==> src/rtl/psram_xfer_arb.sv <==
// psram_xfer_arb: round-robin bus/cfg arbiter and handshake sequencer for the PSRAM core transfer port
module psram_xfer_arb #(
    parameter int RECY_W = 8
) (
    input  logic              clk_i,
    input  logic              rst_n_i,
    input  logic              en_i,
    input  logic [RECY_W-1:0] recy_i,
    input  logic              bus_req_i,
    input  logic              bus_rdwr_i,
    input  logic [31:0]       bus_addr_i,
    input  logic [63:0]       bus_wr_data_i,
    input  logic [7:0]        bus_wr_mask_i,
    output logic              bus_gnt_o,
    output logic              bus_done_o,
    output logic [63:0]       bus_rd_data_o,
    input  logic              cfg_req_i,
    input  logic              cfg_rdwr_i,
    input  logic [31:0]       cfg_addr_i,
    input  logic [7:0]        cfg_wr_data_i,
    output logic              cfg_gnt_o,
    output logic              cfg_done_o,
    output logic [7:0]        cfg_rd_data_o,
    output logic              xfer_valid_o,
    input  logic              xfer_ready_i,
    output logic              xfer_rdwr_o,
    output logic              xfer_cfg_o,
    output logic [31:0]       xfer_addr_o,
    output logic [63:0]       xfer_wr_data_o,
    output logic [7:0]        xfer_wr_mask_o,
    input  logic              xfer_done_i,
    input  logic [63:0]       xfer_rd_data_i,
    output logic              busy_o,
    output logic              owner_o
);
    typedef enum logic [1:0] {IDLE, ISSUE, WAIT, RECY} state_t;
    state_t            state, state_nxt;
    logic [RECY_W-1:0] cnt;
    logic              last_owner, go, pick_cfg, done_hit;
    always_comb begin
        pick_cfg     = cfg_req_i && (!bus_req_i || !last_owner);
        go           = state == IDLE && en_i && (bus_req_i || cfg_req_i);
        bus_gnt_o    = go && !pick_cfg;
        cfg_gnt_o    = go && pick_cfg;
        done_hit     = state == WAIT && xfer_done_i;
        xfer_valid_o = state == ISSUE;
        busy_o       = state != IDLE;
        state_nxt    = state;
        unique case (state)
            IDLE:  state_nxt = go ? ISSUE : IDLE;
            ISSUE: state_nxt = xfer_ready_i ? WAIT : ISSUE;
            WAIT:  state_nxt = xfer_done_i ? (recy_i == '0 ? IDLE : RECY) : WAIT;
            RECY:  state_nxt = cnt <= RECY_W'(1) ? IDLE : RECY;
        endcase
    end
    always_ff @(posedge clk_i) begin
        if (!rst_n_i) state <= IDLE;
        else state <= state_nxt;
    end
    always_ff @(posedge clk_i) begin
        if (!rst_n_i) begin
            last_owner     <= 1'b1;
            owner_o        <= 1'b0;
            xfer_cfg_o     <= 1'b0;
            xfer_rdwr_o    <= 1'b0;
            xfer_addr_o    <= '0;
            xfer_wr_data_o <= '0;
            xfer_wr_mask_o <= '0;
            bus_done_o     <= 1'b0;
            cfg_done_o     <= 1'b0;
            bus_rd_data_o  <= '0;
            cfg_rd_data_o  <= '0;
            cnt            <= '0;
        end else begin
            bus_done_o <= done_hit && !owner_o;
            cfg_done_o <= done_hit && owner_o;
            if (go) begin
                last_owner     <= pick_cfg;
                owner_o        <= pick_cfg;
                xfer_cfg_o     <= pick_cfg;
                xfer_rdwr_o    <= pick_cfg ? cfg_rdwr_i : bus_rdwr_i;
                xfer_addr_o    <= pick_cfg ? cfg_addr_i : bus_addr_i;
                xfer_wr_data_o <= pick_cfg ? {56'd0, cfg_wr_data_i} : bus_wr_data_i;
                xfer_wr_mask_o <= pick_cfg ? 8'h01 : bus_wr_mask_i;
            end
            if (done_hit && xfer_rdwr_o && !owner_o) bus_rd_data_o <= xfer_rd_data_i;
            if (done_hit && xfer_rdwr_o && owner_o) cfg_rd_data_o <= xfer_rd_data_i[7:0];
            if (done_hit) cnt <= recy_i;
            else if (state == RECY) cnt <= cnt - RECY_W'(1);
        end
    end
endmodule
==> config.mk <==
export PLATFORM = sky130hd
export DESIGN_NAME = psram_xfer_arb
export DESIGN_NICKNAME = d
export VERILOG_FILES = /design/src/rtl/psram_xfer_arb.sv
export SDC_FILE = /design/constraint.sdc
export NUM_CORES = 1
export LEC_CHECK = 0
export BUFFER_PORTS_ARGS = -buffer_cell sky130_fd_sc_hd__buf_2
export CORE_AREA = 2 2 158 160
export CTS_CLUSTER_SIZE = 8
export DETAILED_ROUTE_END_ITERATION = 10
export DIE_AREA = 0 0 160 162
export RECOVER_POWER = 100
export SETUP_SLACK_MARGIN = 0.15
export SYNTH_ARGS = -nofsm -noshare
export SYNTH_HDL_FRONTEND = slang
export SYNTH_SLANG_ARGS = --single-unit
export TNS_END_PERCENT = 30
==> constraint.sdc <==
create_clock -name clk_i -period 2.1 [get_ports clk_i]
set_input_delay 0.105 -clock clk_i [delete_from_list [all_inputs] [get_ports clk_i]]
set_output_delay 0.105 -clock clk_i [all_outputs]
set_load 0.01 [all_outputs]
# After elaboration in Yosys (flattened, before gate mapping)
# Cells that the tools add are included.
# totals
reg_bits	191
in_bits	225
word_cells	50
# op_classes
addsub	1
n_lt_le_gt_ge	1
eq_ne	3
n_mux	12
n_reduce_logical	21
# ops
cell	count
64-bit two-way mux	1
32-bit two-way mux	1
8-bit two-way mux	3
1-bit logical AND	11
8-bit by 1-bit less-or-equal comparator with 1-bit output, second input constant	1
8-bit logical NOT	1
2-bit two-way mux	4
2-bit one-hot mux with 4 select lines	1
8-bit by 1-bit subtractor with 8-bit output, second input constant	1
2-bit == test, second input constant	2
1-bit logical NOT	4
2-bit nonzero test	2
2-bit by 1-bit == test with 1-bit output, second input constant	1
2-bit logical NOT	1
1-bit logical OR	2
1-bit two-way mux	2

# Logic depth before layout (Yosys ltp)
# Gate-level depths: netlist of the first run.
# logic_depth
ltp_word	5
depth_mapped	7
depth_no_buf	6

# Worst setup path after synthesis of the first run
# No wires, ideal clock.
# synth_path
path_type	register to register
start	register state[0]
end	register cfg_rd_data_o[0]
setup_time_ps	116
arrival_time_ps	1257
required_ps	1984
setup_slack_ps	727
stages_incl_launch_ff	7
n_path_buf	2
path_cell_list	dfxtp_1 buf_4 and3b_2 buf_4 nand3_2 mux2i_1 nor2b_1
# synth_via
elab_chain_cells	4
# synth_lines
element	line_no	source
from (decl)	37	state_t state, state_nxt;
from (signal assigned)	58	else state <= state_nxt;
2-bit == test	45	done_hit = state == WAIT && xfer_done_i;
1-bit logical AND	45	
1-bit logical AND (2 in a row)	87	if (done_hit && xfer_rdwr_o && owner_o) cfg_rd_data_o <= xfer_rd_data_i[7:0];
to (signal assigned)	87	
to (decl)	23	output logic [7:0] cfg_rd_data_o,
# No other way between the ends.
# A chain may end at the register's enable or synchronous reset.

# Worst setup path in the final report of the first run
# layout_path
start	register state[0]
end	output cfg_gnt_o
# layout_via
elab_chain_cells	4
# layout_lines
element	line_no	source
2-bit logical NOT	42	go = state == IDLE && en_i && (bus_req_i || cfg_req_i);
1-bit logical AND (2 in a row)	42	
1-bit logical AND	44	cfg_gnt_o = go && pick_cfg;
to (decl)	21	output logic cfg_gnt_o,
# No other way between the ends.

==> results.toml, run 1 <==
[synth]
synth-seq-area-share_pct = 47.5
synth_top_family_by_area = "simple AND/OR/NAND/NOR gates"
yosysWarnings = 0
synth_cell_types = 46
synth_fp_nets = 1139
synthArstFlopShare_pct = 0
synth-edff-count = 0
syn_inst = 912
synth.cell_area_sq_um = 8050
synth_compound_area_share_pct = 22.3
yosys.area_share.simple_pct = 23.3
synthAdderAreaFrac_pct = 0.311
synth.avg_cell_area_sq_um = 8.82
synth_flop_cell = "dfxtp_1"
synth-seq-cells = 191
synth-xor-area-share_pct = 0.109
synthMuxAreaShare_pct = 0.995

[sta]
rsz0062_at_grt = "false"
fin_crit_sh_pct = 90.0
max-slew-margin-rel_pct = 55.1
drv_slew = 0
setup_viol = 0
period_needed_ps = 1890
tightest_slew_ps = 668
tns_ps = 0
hold_violations = 0
setup_ws_ps = 210
fmax_mhz = 529
fin_skew_ps = 13.3

[final_layout]
drive_gt1_share_pct = 21.6
fin_area_sq_um = 12000
area_growth_syn_to_layout_pct = 49.7
n_antenna_cell = 0
fin_nets = 1649
final_cell_count_no_fill = 1759
post-route-util_pct = 50.0

[hold_path]
hold_path.class = "input port to flip-flop"

[routing]
wl_per_cell_um = 15.8
viasPerCell = 4.78
route.antenna.remaining_nets = 0
num_vias = 8402
first_pass_iters = 4
drc = 0
first_iter_violations = 473
drt-total-wl_mm = 27.9

[critical_path]
crit_required_ps = 2000
cp_max_fo = 20
worstPathArrival_ps = 1780
worstSetupPathType = "flip-flop to output port"
startpoint_type = "flip-flop"
cp-end-kind = "output port"

[cts]
cts_buffer_depth = 2
cts_made_buffers = 17
cts_max_level = 4
clk_latency_ps = 430
clock_sinks = 191
root_buffer = "clkbuf_16"
tritoncts = "built"
cts.clk_slew.worst_paths_ps = 80

[floorplanning]
core_area_sq_um = 24100
row_count = 57
start_util_pct = 33.4
dieArea_sq_um = 25900
pin_count = 410
die_h_um = 162
die_x_um = 160

[pwr]
p_leak_nw = 5.16
peakVddDrop_uv = 487
p_per_area_nw_per_um2 = 727

[placement]
place_area_sq_um = 10300
place_hpwl_mm = 17.7
dp.cells = 1579
globalplace.congestion = 0.846
post-place-ws_ps = 340
port-buffer-count = 409

[global_routing]
gr-total-overflow = 0
antenna_found_initial = 2
grt_pass1_wl_mm = 43.4
grt_usage_pct = 20.6
grt_pass1_vias = 8351
grt_max_degree = 80

[status]
outcome = "finished clean"

[run]
drv_cap = 0
-- synth_stat cells, types with 2 or more instances --
cell type | n | area [sq um]
nand2_1 | 284 | 1070
dfxtp_1 | 191 | 3820
nand3_1 | 108 | 541
a21boi_0 | 62 | 465
a21boi_2 | 61 | 687
o211a_1 | 42 | 420
clkbuf_1 | 34 | 128
buf_2 | 32 | 160
nor2b_1 | 10 | 62.6
mux2i_1 | 8 | 80.1
nor2_1 | 8 | 30.0
a21boi_1 | 7 | 52.6
o21ai_0 | 7 | 35.0
a21oi_1 | 6 | 30.0
clkbuf_8 | 6 | 82.6
inv_1 | 6 | 22.5
buf_4 | 4 | 30.0
nor4_1 | 3 | 18.8
a221oi_1 | 2 | 17.5
buf_6 | 2 | 22.5
ha_1 | 2 | 25.0
nor3_1 | 2 | 10.0
o21a_1 | 2 | 15.0
-- cell type report --
class / instances / area (sq um)
clock inverters: 14 / 170
well taps: 324 / 405
repair buffers: 569 / 3530
fillers: 2396 / 12100
inverters: 6 / 22.5
flip-flops and latches: 191 / 3820
multi-input cells: 637 / 3660
clock buffers: 18 / 429
-- cells in the final DEF (no fill, tap or decap), types with 10 or more instances in the layout --
cell type and n:
a21boi_0 101, a21boi_2 27, buf_2 226, clkbuf_1 183, clkbuf_16 18, dfxtp_1 190, dlygate4sd3_1 145, nand2_1 284
nand3_1 108, nor2b_1 10, o211a_1 41
-- final timing paths --
| check | start | to | slack (ps) | cells after the start |
|---|---|---|---|---|
| max | state[0]$_SDFF_PN0_ | cfg_gnt_o | 210 | 6 |
| min | cfg_addr_i[3] | xfer_addr_o[3]$_SDFFE_PN0P_ | 20 | 4 |
| max reg2reg | state[0]$_SDFF_PN0_ | bus_rd_data_o[24]$_SDFFE_PN0P_ | 260 | 5 |
| min reg2reg | xfer_wr_data_o[58]$_SDFFE_PN0P_ | xfer_wr_data_o[58]$_SDFFE_PN0P_ | 460 | 2 |
-- power breakdown --
part / internal (mW) / switching (mW)
registers: 3.81 / 0.127
logic: 0.718 / 0.771
clock network: 1.71 / 1.61
total: 6.25 / 2.51
-- sequential cells by signal, indices dropped and copies added (netlist names) --
name,count
owner_o,1
state,2
last_owner,1
xfer_rdwr_o,1
cnt,8
bus_rd_data_o,64
bus_done_o,1
xfer_addr_o,32
cfg_rd_data_o,8
xfer_wr_data_o,64
xfer_wr_mask_o,8
cfg_done_o,1
-- routing by layer --
metal,vias to the layer above,GRT usage [%],wire [um]
met2,324,36.5,13500
met5,-,0,7
li1,4102,-,-
met1,3926,23.8,11800
met4,2,6.72,665
met3,48,6.21,1930
-- critical path, stage by stage, from the launching register on --
cell	delay, ps
dfxtp_1	420
nor2_4	150
o211a_4	240
buf_6	230
nand2_1	120
inv_1	80
buf_2	130
-- per-stage QoR --
stage,power [mW],hold WS (ps)
3_3_place_gp,5.30,344
5_1_grt,9.18,11.8
3_5_place_dp,5.31,356
6_report,8.76,20.4
2_1_floorplan,4.70,237
4_1_cts,8.93,0.619
-- cell families (layout without fill, tap and decap cells) --
family          count (synthesis)  in the layout
mux                             8              8
simple gates                  429            429
xor+xnor                        1              1
compound gates                197            197
buf+inv                        84            607
fa+ha+maj                       2              2
flops                         191            191
-- repair_timing --
item                                    CTS  global route
pin swaps                                 1             0
setup buffers                             1             0
endpoints found under the setup margin    2             1
resized for setup                         2             2
gates cloned                              1             1
hold buffers                            145             0
endpoints found under the hold margin   151             0
Note: power is estimated with default switching activity, not from simulation.
==> inputs of run 2 (changes only) <==
- CORE_AREA: 2 2 158 160 -> 2 2 161 163
- DIE_AREA: 0 0 160 162 -> 0 0 163 165
- TNS_END_PERCENT: 30 -> 50
- clock period: 2.1 -> 1.7 ns (I/O delays scaled with it)
==> run 2 against run 1 <==
Clock-buffer cell count is the same. Sequential cell count unchanged. Sequential power rose by 24%. Via count rose by 7.2%. Non-clock buffer count increased by 78. Critical endpoint is now xfer_wr_data_o[22]$_SDFFE_PN0P_. Largest power group unchanged. Largest cell class is now non-clock buffers. Core utilization up 3.2 points.
==> results.toml, run 2 (synthesis gave the netlist of run 1 again) <==
[status]
outcome = "finished clean"

[routing]
first_iter_violations = 603
viasPerCell = 4.89
wl_per_cell_um = 17.4
route.antenna.remaining_nets = 0
first_pass_iters = 6
drc = 0
drt-total-wl_mm = 32.1
num_vias = 9011

[sta]
fmax_mhz = 620
rsz0062_at_grt = "true"
tightest_slew_ps = 417
drv_slew = 0
setup_viol = 0
hold_violations = 0
period_needed_ps = 1610
setup_ws_ps = 86.9
fin_crit_sh_pct = 94.9
fin_skew_ps = 14.3
whs_ps = 16.6
tns_ps = 0
max-slew-margin-rel_pct = 71.9

[global_routing]
gr-total-overflow = 0
grt_max_degree = 76
grt_pass1_vias = 8717
grt_usage_pct = 21.2
grt_pass1_wl_mm = 45.1
antenna_found_initial = 0

[cts]
cts.clk_slew.worst_paths_ps = 90
clk_latency_ps = 420
cts_made_buffers = 17
cts_max_level = 4
cts_buffer_depth = 2
root_buffer = "clkbuf_16"
tritoncts = "built"
clock_sinks = 191

[final_layout]
final_cell_count_no_fill = 1843
layout_common_cells = "nand2_1, buf_2, dfxtp_1"
area_growth_syn_to_layout_pct = 65.6
fin_area_sq_um = 13300
fill_cells = 2359
n_antenna_cell = 0
largestRegisters = "bus_rd_data_o: 64 flops, xfer_wr_data_o: 64 flops, xfer_addr_o: 32 flops"
drive_gt1_share_pct = 28.7
fin_nets = 1727
final_common_cell = "nand2_1"
post-route-util_pct = 53.2

[placement]
dp.cells = 1598
port-buffer-count = 409
place_area_sq_um = 10500
post-place-ws_ps = 98.8
globalplace.congestion = 0.800
place_hpwl_mm = 17.8

[pwr]
seqPwrFrac_pct = 43.9
switchingPower_mw = 3.31
internal_power_mw = 7.78
peakVddDrop_uv = 515
p_leak_nw = 5.80
p_per_area_nw_per_um2 = 832
swShare_pct = 29.8
comb_power_share_pct = 20.0
p_total_mw = 11.1
power_frac_clock_pct = 36.1

[floorplanning]
row_count = 58
dieArea_sq_um = 26900
die_x_um = 163
start_util_pct = 32.1
core_area_sq_um = 25000
pin_count = 410
die_h_um = 165

[critical_path]
crit_required_ps = 2060
worstSetupPathType = "flip-flop to flip-flop"
r2r_slack_ps = 90
reg2reg_depth = 8
r2r-start = "state[1]$_SDFF_PN0_"
r2r-end = "xfer_wr_data_o[22]$_SDFFE_PN0P_"
crit_end = "xfer_wr_data_o[22]$_SDFFE_PN0P_"
startpoint = "state[1]$_SDFF_PN0_"
startpoint_type = "flip-flop"
worstPathArrival_ps = 1970
cp_max_fo = 8
cp-end-kind = "flip-flop"

[run]
drv_cap = 0

[hold_path]
hold_path.class = "input port to flip-flop"
==> run 2: cell count changes in the layout (fill, tap and decap cells not counted), moves of 5 or more <==
cell / previous run / this run
a21boi_1: 1 / 16
a21boi_0: 101 / 51
dlygate4sd3_1: 145 / 176
buf_4: 5 / 23
nand2_4: 0 / 26
buf_6: 1 / 10
clkbuf_16: 18 / 23
a21boi_2: 27 / 62
nand2_2: 0 / 13
nand2_1: 284 / 245
==> run 2: what timing repair did <==
action | CTS | global route
endpoints found under the setup margin | 85 | 156
hold endpoints to repair | 168 | 0
buffers inserted | 13 | 4
hold buffers | 176 | 0
resized for setup | 9 | 145
cloned | 6 | 14
pin swaps | 4 | 57
==> run 2: cell type report <==
cell class                      count  area (sq um)  share of cell area, %
Clock buffer                       18           429                   3.22
Tap cell                          330           413                   3.10
Clock inverter                     14           148                   1.11
Timing Repair Buffer              647          4440                   33.3
Inverter                            6          22.5                  0.169
Multi-Input combinational cell    637          4050                   30.4
Sequential cell                   191          3830                   28.7
==> run 2: how the worst min path moves through the flow <==
stage                          start                             end  cells past startpoint
global placement        xfer_ready_i             state[1]$_SDFF_PN0_                      3
CTS                   cfg_addr_i[25]    xfer_addr_o[25]$_SDFFE_PN0P_                      4
global route        cfg_wr_data_i[5]  xfer_wr_data_o[5]$_SDFFE_PN0P_                      4
detailed placement      xfer_ready_i             state[1]$_SDFF_PN0_                      3
floorplan               xfer_ready_i             state[1]$_SDFF_PN0_                      2
finish                 cfg_addr_i[0]     xfer_addr_o[0]$_SDFFE_PN0P_                      4
==> run 2: critical path, stage by stage (launching register included) <==
cell      delay [ps]
dfxtp_1          390
nor2_4            70
o211ai_1         170
clkbuf_4         210
buf_6            110
buf_12           110
buf_4            260
nand2_4           60
a21boi_0         150
==> run 2: metal layers <==
layer	vias to the layer above	wire length [um]	global-route usage [%]
met5	-	0	0
met4	0	937	8.57
met3	62	2400	6.20
met2	417	16100	37.7
met1	4262	12700	23.9
li1	4270	-	-
==> run 2: power groups by stage <==
| stage | combinational, mW | sequential (mW) | clock [mW] |
|---|---|---|---|
| finish | 2.22 | 4.87 | 4.00 |
| global route | 2.39 | 4.90 | 4.29 |
| CTS | 2.10 | 4.84 | 4.13 |
| detailed placement | 1.65 | 4.95 | 0 |
| global placement | 1.64 | 4.94 | 0 |
| floorplan | 0.770 | 5.04 | 0 |
==> inputs of run 3 (changes only) <==
- CAP_MARGIN: not set -> 10
- SETUP_SLACK_MARGIN: 0.15 -> not set
- SLEW_MARGIN: not set -> 0
==> run 3 against run 2 <==
Clock power hardly changed. Clock skew is 0.65 ps lower. Wire length is 11% lower. Non-clock buffer count is 24 lower. Combinational power is 9.0% lower. Setup slack worse by 13 ps. Die area stayed put. Largest cell class unchanged.
==> results.toml, run 3 (synthesis gave the netlist of run 1 again) <==
[status]
outcome = "finished clean"

[final_layout]
n_antenna_cell = 0
area_growth_syn_to_layout_pct = 56.4
drive_gt1_share_pct = 23.4
largestRegisters = "bus_rd_data_o: 64 flops, xfer_wr_data_o: 64 flops, xfer_addr_o: 32 flops"
fin_nets = 1703
layout_common_cells = "nand2_1, buf_2, dfxtp_1"
final_common_cell = "nand2_1"
fill_cells = 2462

[floorplanning]
pin_count = 410
die_h_um = 165
row_count = 58
core_area_sq_um = 25000
die_x_um = 163
start_util_pct = 32.1
dieArea_sq_um = 26900

[pwr]
peakVddDrop_uv = 517
comb_power_share_pct = 18.6
swShare_pct = 29.2
p_total_mw = 10.8
internal_power_mw = 7.68
seqPwrFrac_pct = 44.7
p_per_area_nw_per_um2 = 862
switchingPower_mw = 3.17
p_leak_nw = 5.40
power_frac_clock_pct = 36.7

[global_routing]
grt_pass1_vias = 8585
gr-total-overflow = 0
grt_usage_pct = 20.4
grt_max_degree = 76
antenna_found_initial = 0
grt_pass1_wl_mm = 43.8

[sta]
rsz0062_at_grt = "true"
tns_ps = 0
fmax_mhz = 615
period_needed_ps = 1630
fin_skew_ps = 13.7
hold_violations = 0
fin_crit_sh_pct = 95.7
max-slew-margin-rel_pct = 59.5
drv_slew = 0
setup_viol = 0
tightest_slew_ps = 602

[critical_path]
cp-end-kind = "flip-flop"
startpoint_type = "flip-flop"
worstSetupPathType = "flip-flop to flip-flop"
r2r-start = "state[1]$_SDFF_PN0_"
cp_max_fo = 16
worstPathArrival_ps = 1950
crit_required_ps = 2020
startpoint = "state[1]$_SDFF_PN0_"

[cts]
clock_sinks = 191
cts_made_buffers = 17
cts_buffer_depth = 2
cts.clk_slew.worst_paths_ps = 90
cts_max_level = 4
root_buffer = "clkbuf_16"
clk_latency_ps = 420
tritoncts = "built"

[hold_path]
hold_path.class = "input port to flip-flop"
min_from = "cfg_addr_i[0]"

[routing]
drc = 0
first_pass_iters = 5
route.antenna.remaining_nets = 0
viasPerCell = 4.74
first_iter_violations = 569
drt-total-wl_mm = 28.7
wl_per_cell_um = 15.8
num_vias = 8616

[run]
drv_cap = 0

[placement]
globalplace.congestion = 0.800
place_hpwl_mm = 17.8
port-buffer-count = 409
run 3: cell count changes in the layout (fill, tap and decap cells not counted), moves of 2 or more:
cell / before / now
buf_4: 23 / 17
a21boi_2: 62 / 38
clkbuf_2: 1 / 5
a21boi_0: 51 / 82
buf_16: 4 / 0
nand2_1: 245 / 283
clkbuf_16: 23 / 18
nand2_2: 13 / 1
nand2_4: 26 / 0
buf_6: 10 / 1
a21boi_1: 16 / 9
clkbuf_4: 4 / 2
run 3: worst paths after layout:
| check | slack (ps) | cells past startpoint | to |
|---|---|---|---|
| setup / recovery | 70 | 8 | xfer_wr_data_o[22]$_SDFFE_PN0P_ |
| hold / removal | 20 | 4 | xfer_addr_o[0]$_SDFFE_PN0P_ |
| setup reg to reg | 70 | 8 | xfer_wr_data_o[22]$_SDFFE_PN0P_ |
| hold reg to reg | 450 | 2 | xfer_wr_data_o[49]$_SDFFE_PN0P_ |
run 3: critical path, cell delays in order, from the launching register on:
cell and delay (ps):
dfxtp_4 360, nor2_4 170, o211ai_1 180, buf_4 170
clkbuf_2 120, buf_2 160, buf_6 180, nand2_1 90
a21boi_0 80
run 3: final cells by class:
type | instances | area [sq um] | share of cell area, %
Sequential cell | 191 | 3830 | 30.4
Tap cell | 330 | 413 | 3.28
Timing Repair Buffer | 623 | 4020 | 31.9
Clock buffer | 18 | 429 | 3.41
Inverter | 6 | 22.5 | 0.179
Multi-Input combinational cell | 637 | 3720 | 29.6
Clock inverter | 14 | 148 | 1.17
run 3: metal layers:
layer	vias to the layer above	wire, um	global-route usage [%]
li1	4210	-	-
met4	0	883	8.97
met1	4001	11700	23.3
met2	349	13900	35.3
met3	56	2210	6.20
met5	-	0	0
run 3: power by group through the flow:
| stage | clock network [mW] | logic (mW) | registers, mW |
|---|---|---|---|
| finish | 3.98 | 2.02 | 4.85 |
| global route | 4.29 | 2.19 | 4.88 |
| CTS | 4.13 | 2.09 | 4.84 |
| detailed placement | 0 | 1.65 | 4.95 |
| global placement | 0 | 1.64 | 4.94 |
| floorplan | 0 | 0.770 | 5.04 |
run 3: through the flow:
| step | instances | setup WS, ps | hold slack (ps) | util [%] | cell area [sq um] |
|---|---|---|---|---|---|
| finish | 1819 | 73.9 | 17.0 | 50.3 | 12600 |
| floorplan | 912 | 327 | 217 | - | 8050 |
| detailed placement | 1598 | 98.8 | 329 | 41.7 | 10500 |
| global route | 1819 | -22.2 | 4.02 | 50.3 | 12600 |
| global placement | 1598 | 126 | 321 | 41.7 | 10500 |
| CTS | 1817 | 25.2 | 0.455 | 51.6 | 12900 |
run 3: repair_timing:
item | 4_1_cts | 5_1_grt
buffers inserted | 8 | 1
hold buffers | 176 | 0
setup endpoints to repair | 2 | 10
endpoints found under the hold margin | 168 | 0
pin swaps | 3 | 2
gates resized for setup | 6 | 8
cloned | 3 | 1
